[src/rtl/fetch_unit.sv]
// fetch_unit: instruction-fetch stage between program_counter and decode, with redirect handling.
// Latency: imem_req to inst_valid is 1 cycle plus memory wait cycles; best case one instruction every 2 cycles.
// Backpressure: while inst_ready is low the fetched word is held and the PC is frozen (pc_in = pc_out).
//
// Ports:
//   clk, reset                 clock and asynchronous active-low reset
//   pc_out / pc_in             current PC in, next PC out (combinational) to program_counter
//   imem_req/addr/ack/rdata    instruction memory req/ack handshake; addr is registered
//   inst_valid/inst/inst_pc    fetched word to decode, handed off on inst_ready
//   redirect_valid/target      taken branch/jump from execute
//   misalign_fault             single-cycle flag for a rejected (misaligned) redirect
module fetch_unit #(
    parameter logic [31:0] RESET_VECTOR = 32'h0000_0000,
    parameter logic [31:0] NOP_INST     = 32'h0000_0013
) (
    input  logic        clk,
    input  logic        reset,
    input  logic [31:0] pc_out,
    output logic [31:0] pc_in,
    output logic        imem_req,
    output logic [31:0] imem_addr,
    input  logic        imem_ack,
    input  logic [31:0] imem_rdata,
    output logic        inst_valid,
    output logic [31:0] inst,
    output logic [31:0] inst_pc,
    input  logic        inst_ready,
    input  logic        redirect_valid,
    input  logic [31:0] redirect_target,
    output logic        misalign_fault
);

    typedef enum logic [1:0] {
        IDLE    = 2'd0,
        REQ     = 2'd1,
        HOLD    = 2'd2,
        DISCARD = 2'd3
    } state_t;

    state_t      state;
    logic        redirect_ok;   // aligned redirect that takes effect this cycle
    logic        redirect_bad;  // misaligned redirect that is rejected this cycle
    logic [31:0] pc_inc;
    logic [31:0] pc_next;

    // Sequential successor; 32-bit wrap is intentional (FFFFFFFC -> 00000000).
    assign pc_inc = pc_out + 32'd4;

    // Redirects are only meaningful once fetching has started; IDLE ignores them.
    always_comb begin
        redirect_ok  = 1'b0;
        redirect_bad = 1'b0;
        if (state != IDLE && redirect_valid) begin
            redirect_ok  = (redirect_target[1:0] == 2'b00);
            redirect_bad = (redirect_target[1:0] != 2'b00);
        end
    end

    // Next-PC selection. program_counter has no enable, so "hold" is pc_out.
    // The same value is what imem_addr loads on every transition into REQ,
    // which keeps the PC register and the request address in lockstep.
    always_comb begin
        pc_next = pc_out;
        if (state == IDLE) begin
            pc_next = RESET_VECTOR;
        end else if (redirect_ok) begin
            pc_next = redirect_target;
        end else if (state == HOLD && inst_ready) begin
            pc_next = pc_inc;
        end
    end

    assign pc_in          = reset ? pc_next : RESET_VECTOR;
    assign misalign_fault = reset & redirect_bad;

    always_ff @(posedge clk or negedge reset) begin
        if (!reset) begin
            state      <= IDLE;
            imem_req   <= 1'b0;
            imem_addr  <= RESET_VECTOR;
            inst_valid <= 1'b0;
            inst       <= NOP_INST;
            inst_pc    <= 32'h0000_0000;
        end else begin
            case (state)
                IDLE: begin
                    imem_addr <= RESET_VECTOR;
                    imem_req  <= 1'b1;
                    state     <= REQ;
                end

                REQ: begin
                    if (imem_ack) begin
                        if (redirect_ok) begin
                            // Returned word belongs to the wrong path: drop it and
                            // re-request at the target without leaving REQ.
                            imem_addr <= pc_next;
                        end else begin
                            inst       <= imem_rdata;
                            inst_pc    <= imem_addr;
                            inst_valid <= 1'b1;
                            imem_req   <= 1'b0;
                            state      <= HOLD;
                        end
                    end else if (redirect_ok) begin
                        // The memory still owns the old request; keep req/addr
                        // stable and swallow its response in DISCARD.
                        state <= DISCARD;
                    end
                end

                HOLD: begin
                    // Redirect and handoff both leave HOLD the same way; the
                    // only difference is the PC, already resolved in pc_next.
                    if (redirect_ok || inst_ready) begin
                        inst_valid <= 1'b0;
                        inst       <= NOP_INST;
                        imem_addr  <= pc_next;
                        imem_req   <= 1'b1;
                        state      <= REQ;
                    end
                end

                DISCARD: begin
                    // pc_next already reflects the most recent redirect, including
                    // one arriving in the same cycle as the stale ack.
                    if (imem_ack) begin
                        imem_addr <= pc_next;
                        state     <= REQ;
                    end
                end

                default: begin
                    imem_req <= 1'b0;
                    state    <= IDLE;
                end
            endcase
        end
    end

endmodule
[config.mk]
export PLATFORM = sky130hd
export DESIGN_NAME = fetch_unit
export DESIGN_NICKNAME = d
export VERILOG_FILES = /design/src/rtl/fetch_unit.sv
export SDC_FILE = /design/constraint.sdc
export NUM_CORES = 1
export LEC_CHECK = 0
export CORE_MARGIN = 2
export CORE_UTILIZATION = 63
export DETAILED_ROUTE_END_ITERATION = 6
export DONT_BUFFER_PORTS = 1
export GPL_ROUTABILITY_DRIVEN = 0
export GPL_TIMING_DRIVEN = 1
export PLACE_DENSITY = 0.89
export SYNTH_ARGS = -nofsm -noshare
export SYNTH_HDL_FRONTEND = slang
export SYNTH_SLANG_ARGS = --single-unit
[constraint.sdc]
create_clock -name clk -period 3.5 [get_ports clk]
set_clock_uncertainty 0.1 [all_clocks]
set_input_delay 0.7 -clock clk [delete_from_list [all_inputs] [get_ports clk]]
set_output_delay 0.7 -clock clk [all_outputs]
set_load 0.01 [all_outputs]
## After elaboration in Yosys (flattened, before gate mapping)

Index checks and enable logic that the tools add are counted.

| word-level totals | value |
|---|---|
| flip-flop bits (word level) | 100 |
| latch bits | 0 |
| input bits | 101 |
| bits in read-only memories | 0 |
| output and inout bits | 131 |
| logic and storage cells | 62 |
| RAM bits | 0 |
| memories kept | 0 |

| operators by class | value |
|---|---|
| bitwise gates (word level) | 2 |
| $add $sub $neg | 1 |
| equal/unequal tests | 10 |
| shifts and indexed selects | 0 |
| reduce and logical (&&, ||, !) cells | 14 |
| div/mod/pow operators | 0 |
| magnitude comparators | 0 |
| multiplexer cells | 29 |
| multipliers | 0 |

Operators with widths:

| cell | number |
|---|---|
| 32-bit two-way mux | 11 |
| 32-bit case mux with 4 select lines | 1 |
| 32-bit case mux with 2 select lines | 1 |
| 32-bit by 3-bit adder with 32-bit output, second input constant | 1 |
| 4-bit AND reduction | 4 |
| 2-bit two-way mux | 5 |
| 1-bit two-way mux | 8 |
| 2-bit inequality test, second input constant | 4 |
| 2-bit case mux with 4 select lines | 1 |
| 3-bit inequality test, second input constant | 2 |
| 2-bit nonzero test | 3 |
| 2-bit == test, second input constant | 2 |
| 2-bit zero test | 2 |
| 1-bit case mux with 3 select lines | 1 |
| 3-bit AND reduction | 1 |
| 3-bit nonzero test | 1 |
| 2-bit by 1-bit == test with 1-bit output, second input constant | 1 |
| 1-bit logical AND | 2 |
| 2-bit by 1-bit inequality test with 1-bit output, second input constant | 1 |
| 1-bit case mux with 2 select lines | 1 |
| 1-bit AND | 1 |
| 1-bit logical OR | 1 |
| 1-bit NOT | 1 |

## Longest topological paths before layout

| depth | value |
|---|---|
| depth after elaboration | 8 |
| mapped depth | 8 |
| gate-level depth less buffers | 6 |

## Least setup slack after synthesis

OpenSTA, ideal clock, no wires.

| timing | value |
|---|---|
| kind | input port to output port |
| from | in pc_out[17] |
| to | out pc_in[25] |
| data arrival time | 2.263 ns |
| buffers on the path | 0 |
| data required time | 2.700 ns |
| path slack | 0.437 ns |
| cell stages on the path | 5 |
| path through | nand4_2 > or4_4 > or4_1 > a31oi_1 > nor2b_1 |

| on the way | value |
|---|---|
| word-level cells in the longest chain between the ends | 5 |

Ends and longest elaborated chain:

| item | RTL line | source |
|---|---|---|
| start, declared | 18 | `input logic [31:0] pc_out,` |
| 32-bit by 3-bit adder with 32-bit output | 47 | `assign pc_inc = pc_out + 32'd4;` |
| 32-bit two-way mux | 68 | `end else if (state == HOLD && inst_ready) begin` |
| 32-bit two-way mux | 66 | `end else if (redirect_ok) begin` |
| 32-bit two-way mux | 64 | `if (state == IDLE) begin` |
| 32-bit two-way mux | 73 | `assign pc_in = reset ? pc_next : RESET_VECTOR;` |
| end, declared | 19 | `output logic [31:0] pc_in,` |

No other way between the ends.

## Worst setup path after layout

| timing | value |
|---|---|
| from | reg state[0] |
| to | out pc_in[13] |

| on the way | value |
|---|---|
| word-level cells in the longest chain between the ends | 6 |
| elaborated cells on any way between the ends | 10 |
| classes of those cells | 1 x eq/ne; 5 x mux; 4 x reduce/logical |

Ends and longest elaborated chain:

| item | RTL line | source |
|---|---|---|
| start, declared | 40 | `state_t state;` |
| start signal, assigned | 78 | `state <= IDLE;` |
| start signal, assigned | 89 | `state <= REQ;` |
| start signal, assigned | 103 | `state <= HOLD;` |
| 2-bit == test or 2-bit nonzero test (tied branches) | 68, 53 |  |
| 1-bit logical AND, on equally long branches | 68, 53 |  |
| 32-bit two-way mux or 1-bit two-way mux (tied branches) | 68, 53 |  |
| 32-bit two-way mux | 66 |  |
| 32-bit two-way mux (*) | 64 |  |
| 32-bit two-way mux (*) | 73 |  |

Mark *: on every way between the ends. The rest lies on a longest branch, timed or not.

==> impl_metrics.yaml <==
die:
  ioPinCount: 232
  die_w_um: 93.3
  rows: 32
  die-area_um2: 8700
  core_um2: 7730
  die_height_um: 93.3
  start_util_pct: 65.0
synthesis:
  postSynthAreaPerCell_um2: 9.12
  seq_area_frac_synth_pct: 49.9
  synthesis.nets: 653
  ys_ff_latch: 100
  synth_edf_count: 0
  synth_top_area_cell: "dfrtp_1"
  async_flop_share_pct: 100
  synth_area_um2: 5020
  ys_top_cells_by_count: "nand2_1, dfrtp_1, a22o_1"
  synthDistinctLibCells: 54
  synth_top_cell_area_share_pct: 48.3
  yosysMostFrequentCell: "nand2_1"
  yosys-top-cells-area: "dfrtp_1, nand2_1, a22o_1"
  yosysWarnings: 0
  ys.flop_type: "dfrtp_1"
  synth_cells: 551
sta:
  fin_tns_setup_ps: 0
  rsz0062_at_grt: "false"
  period_share_pct: 95.8
  worst_pin_slew_ps: 807
  period_minus_slack_ps: 3350
  timing.fmax_mhz: 298
  maxSlewViolCount: 0
  slew_headroom_pct: 45.8
  hold_viol_final: 0
  holdWs_ps: 73.5
  finalSetupViolations: 0
critical_path:
  path_cells: "nand4b_1, nor4_2, xnor2_1, a21oi_1, nor2b_1"
  max_stage_delay_ps: 590
  startpoint_type: "flip-flop"
  critPathTopFamily: "simple AND/OR/NAND/NOR gates"
  slowest_stage: "nor4_2"
  crit_path_max_fanout: 15
  crit_required_ps: 2700
  path_buf_inv: 0
  crit-reg2reg-launch: "state[0]"
  setup.worst_path.start: "state[0]"
  rrSetupSlack_ps: 1070
  r2r_cells: 6
  cp.arrival_ps: 2550
  r2r-end: "imem_addr[16]"
  critPathKind: "reg2out"
  critPathCaptureType: "output port"
flow_run:
  maxCapViolCount: 0
global_routing:
  grt_pass1_wl_um: 21700
  grt_max_degree: 98
  antenna_found_initial: 0
  grt_usage_pct: 32.4
  first_global_vias: 4195
  grt.overflow.total: 0
layout:
  fill_cells: 619
  fin_util_pct: 70.0
  fin_area_um2: 5410
  drive_gt1_share_pct: 10.6
  nets: 652
  final_cells: 657
  seq_area_um2: 2510
  multi_input_area_um2: 2400
  diodes: 0
  area_delta_synth_final_pct: 7.67
routing:
  wl_per_cell_um: 22.0
  drtIter0Drc: 320
  first_pass_iters: 6
  vias_per_cell: 6.74
  postRouteAntennaNets: 0
  drt-total-wl_um: 14500
  drc: 0
  vias: 4427
cts:
  clockBufferDepth: 2
  cts_sinks: 100
  cts-root-buf: "clkbuf_8"
  clkLatencyLatePin_ps: 360
  cts.clk_slew.worst_paths_ps: 90
  cts_made_buffers: 9
  cts_tree: "done"
  post-cts-setup-buffers: 0
  htree_levels: 3
place:
  portBuffers: 0
  hpwl_um: 10900
  dp_cells: 640
  dpl_cell_area_um2: 5180
pwr:
  ir_worst_vdd_mv: 0.269
  powerDensity_nw_per_um2: 802
  p_leak_uw: 0.00246
min_path:
  hp-class: "in2async"
outcome:
  status: "complete, no violations"
## logic make-up (layout without fill, tap and decap cells)
| logic type | Yosys count | count (layout) | share of synthesized area [%] |
|---|---|---|---|
| AND/OR/NAND/NOR | 277 | 277 | 26.4 |
| multiplexers | 7 | 7 | 1.44 |
| adder cells (fa/ha/maj) | 1 | 1 | 0.249 |
| flip-flops | 100 | 100 | 49.9 |
| XOR/XNOR | 11 | 11 | 1.92 |
| buffers and inverters | 38 | 42 | 2.99 |
| AO/OA/AOI/OAI | 117 | 117 | 17.1 |
## cells in the final DEF (no fill, tap or decap), types with 6 or more instances in the layout
cell	count
nand2_1	142
dfrtp_1	95
a22o_1	44
nor2_1	37
o21ai_0	26
buf_4	21
nor3_1	13
nand3_1	11
nand4_1	11
nor2b_1	11
o31ai_1	10
clkbuf_8	9
a21oi_1	7
and4_1	6
a31oi_1	6
or4_1	6
xor2_1	6
## flip-flops by register name, summed over array words and instances (netlist names)
name	cells
inst	32
inst_valid	1
inst_pc	32
imem_addr	32
imem_req	1
state	2
## timing repair
item                                   4_1_cts  5_1_grt
hold buffers                                 1        0
gates resized for setup                      2        8
setup endpoints to repair                    2        9
endpoints found under the hold margin       97        0
cloned                                       0        0
## how the worst max path moves through the flow
stage / end / slack [ps] / depth (start not counted)
2_1_floorplan: pc_in[25] / 440 / 5
3_3_place_gp: pc_in[25] / 280 / 5
3_5_place_dp: pc_in[25] / 270 / 5
4_1_cts: pc_in[21] / 10 / 6
5_1_grt: pc_in[22] / 20 / 6
6_report: pc_in[13] / 150 / 5
## area by class of cell
| cell class | instances | area share [%] |
|---|---|---|
| tap | 102 | 2.36 |
| clock buffer | 11 | 2.43 |
| timing repair buffer | 22 | 3.42 |
| inverter | 4 | 0.278 |
| multi-input combinational | 413 | 44.5 |
| clock inverter | 5 | 0.671 |
| sequential | 100 | 46.4 |
## through the flow
step | worst slack (ps) | total power [uW]
finish | 146 | 4340
global route | 16.5 | 4600
CTS | 11.6 | 4340
detailed placement | 270 | 3680
global placement | 280 | 3590
floorplan | 437 | 3240
## power breakdown
part,total (uW),internal (uW),switching (uW)
combinational,1260,522,735
clock,638,262,377
sequential,2440,1690,751
total,4340,2470,1860
## layer usage
layer | vias to the layer above | wire [um] | track usage (%)
met1 | 2129 | 5300 | 39.7
met4 | 0 | 634 | 16.5
met3 | 62 | 1510 | 8.46
li1 | 1964 | - | -
met2 | 272 | 7000 | 52.9
met5 | - | 0 | 0
## worst register-to-register path: stages, from the launching register on
cell	delay, ps
dfrtp_2	510
nor2b_1	300
a22o_1	610
buf_4	350
nor2_1	70
buf_4	180
a22o_1	190
No activity file was read; power rests on OpenSTA's default activity.
